`src/rtl/code_entry_ctrl.sv`:
```
// code_entry_ctrl
//   Sequential front-end for the combinational code checker. A keyed 4-bit code
//   is registered onto CODE and held for a settle window. The checker's
//   OPEN/CORR1/CORR2 are then sampled in a single evaluation cycle. A pass opens
//   UNLOCK for a timed window. A failure pulses FAIL and bumps the consecutive
//   failure count. MAX_TRIES consecutive failures start a timed lockout.
//
// Ports
//   CLK        in   1  clock, rising edge
//   RST        in   1  asynchronous active-high reset
//   KEY        in   4  code to try
//   KEY_VALID  in   1  one-cycle strobe qualifying KEY
//   CLEAR      in   1  abort entry / relock
//   OPEN_IN    in   1  checker OPEN
//   CORR1_IN   in   1  checker CORR1
//   CORR2_IN   in   1  checker CORR2
//   CODE       out  4  code presented to the checker (registered)
//   UNLOCK     out  1  high for OPEN_CYCLES after a pass
//   FAIL       out  1  one-cycle pulse per failed attempt
//   LOCKED     out  1  high during lockout
//   BUSY       out  1  high whenever not idle
//   STATUS     out  2  {CORR2_IN,CORR1_IN} latched at the last evaluation
//   TRIES      out  2  consecutive failures so far
module code_entry_ctrl #(
    parameter int unsigned SETTLE_CYCLES  = 2,
    parameter int unsigned OPEN_CYCLES    = 8,
    parameter int unsigned MAX_TRIES      = 3,
    parameter int unsigned LOCKOUT_CYCLES = 16
) (
    input  logic       CLK,
    input  logic       RST,
    input  logic [3:0] KEY,
    input  logic       KEY_VALID,
    input  logic       CLEAR,
    input  logic       OPEN_IN,
    input  logic       CORR1_IN,
    input  logic       CORR2_IN,
    output logic [3:0] CODE,
    output logic       UNLOCK,
    output logic       FAIL,
    output logic       LOCKED,
    output logic       BUSY,
    output logic [1:0] STATUS,
    output logic [1:0] TRIES
);

    // One shared down-counter serves the settle, open and lockout windows.
    localparam int unsigned TMAX01 = (SETTLE_CYCLES > OPEN_CYCLES) ? SETTLE_CYCLES : OPEN_CYCLES;
    localparam int unsigned TMAX   = (TMAX01 > LOCKOUT_CYCLES) ? TMAX01 : LOCKOUT_CYCLES;
    localparam int unsigned TW     = (TMAX > 1) ? $clog2(TMAX) : 1;

    typedef enum logic [2:0] {
        IDLE,
        SETTLE,
        EVAL,
        UNLOCKED,
        LOCKOUT
    } state_t;

    state_t          state_q, state_d;
    logic [3:0]      code_q, code_d;
    logic [1:0]      status_q, status_d;
    logic [1:0]      tries_q, tries_d;
    logic [TW-1:0]   timer_q, timer_d;
    logic            fail_q, fail_d;

    always_ff @(posedge CLK or posedge RST) begin
        if (RST) begin
            state_q  <= IDLE;
            code_q   <= '0;
            status_q <= '0;
            tries_q  <= '0;
            timer_q  <= '0;
            fail_q   <= 1'b0;
        end else begin
            state_q  <= state_d;
            code_q   <= code_d;
            status_q <= status_d;
            tries_q  <= tries_d;
            timer_q  <= timer_d;
            fail_q   <= fail_d;
        end
    end

    always_comb begin
        state_d  = state_q;
        code_d   = code_q;
        status_d = status_q;
        tries_d  = tries_q;
        timer_d  = timer_q;
        fail_d   = 1'b0;
        case (state_q)
            IDLE: begin
                // CLEAR outranks a simultaneous KEY_VALID; the key is dropped.
                if (CLEAR) begin
                    code_d = '0;
                end else if (KEY_VALID) begin
                    code_d  = KEY;
                    timer_d = TW'(SETTLE_CYCLES - 1);
                    state_d = SETTLE;
                end
            end
            SETTLE: begin
                if (CLEAR) begin
                    code_d  = '0;
                    state_d = IDLE;
                end else if (timer_q == '0) begin
                    state_d = EVAL;
                end else begin
                    timer_d = timer_q - TW'(1);
                end
            end
            EVAL: begin
                status_d = {CORR2_IN, CORR1_IN};
                if (OPEN_IN) begin
                    tries_d = '0;
                    timer_d = TW'(OPEN_CYCLES - 1);
                    state_d = UNLOCKED;
                end else begin
                    fail_d = 1'b1;
                    if (({1'b0, tries_q} + 3'd1) == 3'(MAX_TRIES)) begin
                        tries_d = '0;
                        timer_d = TW'(LOCKOUT_CYCLES - 1);
                        state_d = LOCKOUT;
                    end else begin
                        tries_d = tries_q + 2'd1;
                        state_d = IDLE;
                    end
                end
            end
            UNLOCKED: begin
                if (CLEAR || (timer_q == '0)) begin
                    code_d  = '0;
                    state_d = IDLE;
                end else begin
                    timer_d = timer_q - TW'(1);
                end
            end
            LOCKOUT: begin
                if (timer_q == '0) begin
                    code_d  = '0;
                    state_d = IDLE;
                end else begin
                    timer_d = timer_q - TW'(1);
                end
            end
            default: begin
                state_d = IDLE;
            end
        endcase
    end

    always_comb begin
        CODE   = code_q;
        STATUS = status_q;
        TRIES  = tries_q;
        FAIL   = fail_q;
        UNLOCK = (state_q == UNLOCKED);
        LOCKED = (state_q == LOCKOUT);
        BUSY   = (state_q != IDLE);
    end

endmodule

```
`config.mk`:
```
export PLATFORM = sky130hd
export DESIGN_NAME = code_entry_ctrl
export DESIGN_NICKNAME = d
export VERILOG_FILES = /design/src/rtl/code_entry_ctrl.sv
export SDC_FILE = /design/constraint.sdc
export NUM_CORES = 1
export LEC_CHECK = 0
export BUFFER_PORTS_ARGS = -buffer_cell sky130_fd_sc_hd__buf_4
export CAP_MARGIN = 25
export CORE_MARGIN = 2
export CORE_UTILIZATION = 30
export CTS_CLUSTER_DIAMETER = 60
export DETAILED_ROUTE_END_ITERATION = 10
export PLACE_DENSITY = 0.53
export REMOVE_ABC_BUFFERS = 1
export SLEW_MARGIN = 20
export SYNTH_ARGS = -nofsm -noshare
export SYNTH_HDL_FRONTEND = slang
export SYNTH_SLANG_ARGS = --single-unit
```
`constraint.sdc`:
```
create_clock -name CLK -period 4.78 [get_ports CLK]
set_clock_uncertainty 0.05 [all_clocks]
set_input_delay 0.239 -clock CLK [delete_from_list [all_inputs] [get_ports CLK]]
set_output_delay 0.239 -clock CLK [all_outputs]
set_load 0.005 [all_outputs]
```
# Yosys cells after proc, flatten, opt, wreduce, memory -nomap -nowiden
# Index checks and enable logic that the tools add are counted.
word_totals:
  out_inout_bits: 12
  wordCells: 60
  ff_bits: 16
op_classes:
  addsub: 3
  mux: 27
  reduce_logical: 9
  n_eq_ne: 15
ops:
  columns: ["cell", "n"]
  rows:
  - ["4-bit 2-to-1 mux", 12]
  - ["3-bit 2-to-1 mux", 8]
  - ["4-bit case mux with 5 select lines", 1]
  - ["4-bit case mux with 4 select lines", 1]
  - ["3-bit case mux with 5 select lines", 1]
  - ["2-bit != test, second input constant", 5]
  - ["5-bit AND reduction", 2]
  - ["3-bit by 2-bit == test with 1-bit output, second input constant", 3]
  - ["3-bit != test, second input constant", 3]
  - ["6-bit AND reduction", 1]
  - ["5-bit nonzero test", 1]
  - ["4-bit logical NOT", 1]
  - ["2-bit 2-to-1 mux", 2]
  - ["2-bit by 1-bit != test with 1-bit output, second input constant", 2]
  - ["4-bit nonzero test", 1]
  - ["4-bit by 1-bit subtractor with 4-bit output, second input constant", 1]
  - ["2-bit by 1-bit adder with 3-bit output, second input constant", 1]
  - ["3-bit by 1-bit == test with 1-bit output, second input constant", 1]
  - ["3-bit == test, second input constant", 1]
  - ["3-bit logical NOT", 1]
  - ["3-bit nonzero test", 1]
  - ["2-bit by 1-bit adder with 2-bit output, second input constant", 1]
  - ["1-bit 2-to-1 mux", 2]
  - ["1-bit logical OR", 1]

# Depth between registers and ports, before layout
logic_depth:
  depth_word: 5
  mapped_depth: 6
  mapped_depth_nobuf: 6

# Worst setup path before layout
# Ideal clock, no wire load.
synth_timing:
  path_kind: "reg-to-reg"
  start: "register timer_q[0]"
  end: "register code_q[0] (netlist: CODE[0])"
  t_arrival_ns: 1.632
  stages_incl_launch_ff: 7
  slack_ns: 3.019
  t_required_ns: 4.650
  setup_time_ns: 0.080
  cell_sequence: "dfrtp_1 inv_1 ha_1 nor3b_1 nand3_1 a31oi_1 mux2i_1"
synth_via:
  elab_chain_len: 4
  word_cells_on_any_way: 5
  cone_classes: "eq/ne (2); reduce/logical (3)"
synth_lines:
  columns: ["item", "line_no", "source"]
  rows:
  - ["start, declared", "64", "logic [TW-1:0] timer_q, timer_d;"]
  - ["start signal, assigned", "80", "timer_q <= timer_d;"]
  - ["4-bit logical NOT (*)", "132, 140", null]
  - ["1-bit logical OR", "132", "if (CLEAR || (timer_q == '0)) begin"]
  - ["2-bit by 1-bit != test with 1-bit output (no source line)", null, null]
  - ["5-bit AND reduction (no source line) (*)", null, null]
  - ["end signal, assigned", "77", "code_q <= code_d;"]
  - ["end, declared", "61", "logic [3:0] code_q, code_d;"]
# Mark *: on every way between the ends. The rest lies on a longest branch, timed or not.
# A chain may end at the register's enable or synchronous reset.

# Worst setup path in the final report
layout_timing:
  start: "register timer_q[0]"
  end: "register code_q[3] (netlist: CODE[3])"
# The elaborated chain is that of the path after synthesis.

==> flow_metrics.py <==
metrics = {
    "drt": {
        "wl_met1_mm": 1.17,
        "viasPerCell": 5.09,
        "routed_wl_mm": 2.29,
        "routedWlPerCell_um": 13.5,
        "maxUsedRoutingLayer": "met4",
        "vias": 860,
        "met2WireLength_mm": 1.01,
        "met3_length_um": 84,
        "first_iter_violations": 47,
        "firstDrtPassIters": 4,
        "drtAntennaViolNets": 0,
        "post-route-drc-count": 0,
    },
    "floorplan": {
        "fp.coreArea_um2": 3080,
        "dieArea_um2": 3740,
        "die_w_um": 61.2,
        "die_height_um": 61.2,
        "initial_core_util_pct": 31.9,
        "rows": 20,
        "ios": 23,
    },
    "hold_path": {
        "hold_class": "in2reg",
        "whs_path_depth": 2,
    },
    "global_route": {
        "antenna_found_initial": 0,
        "grt_max_degree": 17,
        "grt_pass1_vias": 793,
        "grt_first_pass_wirelength_mm": 3.57,
        "grt.total_usage_pct": 13.1,
        "grt-ovfl-total": 0,
    },
    "cells_and_area": {
        "diodes": 0,
        "drive_above_1_share_pct": 26.4,
        "finalNetCount": 140,
        "area_growth_pct": 23.2,
    },
    "sta": {
        "setup_tns_ns": 0,
        "slew_viol_final": 0,
        "fmax_ghz": 0.490,
        "slew_headroom_pct": 58.4,
        "worst_pin_slew_ns": 0.623,
        "grt_setup_unrepaired": "false",
        "min_period_over_period_pct": 42.7,
        "min_period_ns": 2.04,
        "hold_viol_final": 0,
        "finalSetupViolCount": 0,
    },
    "critical_path": {
        "critical_path_arrival_ns": 2.20,
        "crit_fanout": 5,
        "worst_ep_required_time_ns": 4.94,
        "ff2ff_setup_slack_ns": 2.74,
        "start_kind": "flip-flop",
        "r2r_cells": 6,
        "critPathKind": "reg2reg",
        "cp-end-kind": "flip-flop",
    },
    "outcome": {
        "outcome": "completed",
    },
    "yosys": {
        "yosysMostFrequentCell": "dfrtp_1",
        "ys_top_cells_by_count": "dfrtp_1, nand2_1, inv_1",
        "synth.avg_cell_area_um2": 9.52,
        "ys_ff_latch": 16,
        "synth_cell_types": 38,
        "synth_ff_type": "dfrtp_1",
        "synth_area_leaders": "dfrtp_1, mux2i_1, nand2_1",
        "syn_area_um2": 981,
        "synth_edf_count": 0,
        "synth_top_area_share_pct": 40.8,
        "yosysSeqAreaShare_pct": 40.8,
        "syn_inst": 103,
        "yosysWarnings": 0,
        "synthArstFlopShare_pct": 100,
        "yosysTopAreaCell": "dfrtp_1",
    },
    "clock_network": {
        "htreeDepth": 1,
        "cts_tree": "done",
        "ctsResizeCount": 0,
        "clk-insertion-delay-late_ns": 0.29,
        "cts_sinks": 16,
        "clockBufferDepth": 2,
        "cts_setup_buffers": 0,
        "cts_buffers": 3,
        "root_buffer": "clkbuf_4",
        "path_clk_slew_ns": 0.09,
    },
    "flow_run": {
        "maxCapViolCount": 0,
    },
    "power": {
        "ir_drop_mv": 0.226,
        "leakage_nw": 0.559,
        "powerDensity_nw_per_um2": 574,
        "p_total_uw": 694,
    },
    "place": {
        "place.port_buffers": 22,
        "hpwlAfterDp_mm": 1.71,
        "gp_congestion": 0.811,
    },
}
==> cells in the final DEF (no fill, tap or decap), types with 3 or more instances in the layout <==
cell / n
a31oi_1: 5
buf_4: 22
dfrtp_1: 16
o21ai_0: 3
inv_1: 8
nand2b_1: 6
nor2_1: 6
nand2_1: 11
o32a_1: 4
clkbuf_4: 3
mux2i_1: 5
==> critical path, stage by stage, from the launching register on <==
cell,delay [ns]
dfrtp_1,0.43
inv_1,0.10
ha_1,0.16
nor3b_1,0.35
nand3_1,0.12
a31oi_1,0.51
mux2i_1,0.25
==> what timing repair did <==
action / CTS / global route
endpoints found under the setup margin: 0 / 0
hold buffers: 1 / 0
endpoints found under the hold margin: 2 / 0
==> routing by layer <==
| layer | up-vias | track usage (%) |
|---|---|---|
| met5 | - | 0 |
| met4 | 0 | 6.52 |
| met3 | 4 | 1.89 |
| met2 | 26 | 19.3 |
| met1 | 412 | 18.6 |
| li1 | 418 | - |
==> kinds of logic (layout without fill, tap and decap cells) <==
logic type      after synthesis  in the layout  synth area share, %
compound gates               25             25                 18.6
simple gates                 41             41                 25.0
mux                           7              7                 7.40
buf+inv                      12             34                 5.61
fa+ha+maj                     2              2                 2.55
flops                        16             16                 40.8
==> layout make-up <==
cell class,count,area [um2]
clock buffer,3,22.5
multi-input combinational,75,526
timing repair buffer,23,175
sequential,16,400
inverter,8,30.0
fill,317,1870
tap,44,55.1
==> power breakdown <==
group          internal, mW  leakage [nW]  switching, mW
clock network        0.0293        0.0138         0.0420
registers             0.193         0.205         0.0759
logic                 0.190         0.340          0.163
==> path summary, 6_finish.rpt <==
check                                       start                     end
max                        timer_q[0]$_DFFE_PP0P_     CODE[3]$_DFFE_PP0P_
min                                      CORR1_IN   STATUS[0]$_DFFE_PP0N_
max reg2reg                timer_q[0]$_DFFE_PP0P_     CODE[3]$_DFFE_PP0P_
min reg2reg                 STATUS[0]$_DFFE_PP0N_   STATUS[0]$_DFFE_PP0N_
max in group asynchronous                     RST  state_q[0]$_DFFE_PP0P_
min in group asynchronous                     RST   STATUS[0]$_DFFE_PP0N_
==> state kept, by name, summed over array words and instances, names as in the netlist <==
signal and count:
CODE 4, timer_q 4, state_q 3, STATUS 2, TRIES 2, FAIL 1
==> metrics by stage <==
stage	util (%)	area [um2]	cells	setup WS (ns)	hold slack, ns
2_1_floorplan	-	956	99	3.01	0.103
3_3_place_gp	38.2	1180	165	2.86	0.305
3_5_place_dp	38.2	1180	165	2.73	0.316
4_1_cts	39.3	1210	169	2.71	0.122
5_1_grt	39.3	1210	169	2.50	0.118
6_report	39.3	1210	169	2.74	0.122
Note: power is estimated with default switching activity, not from simulation.
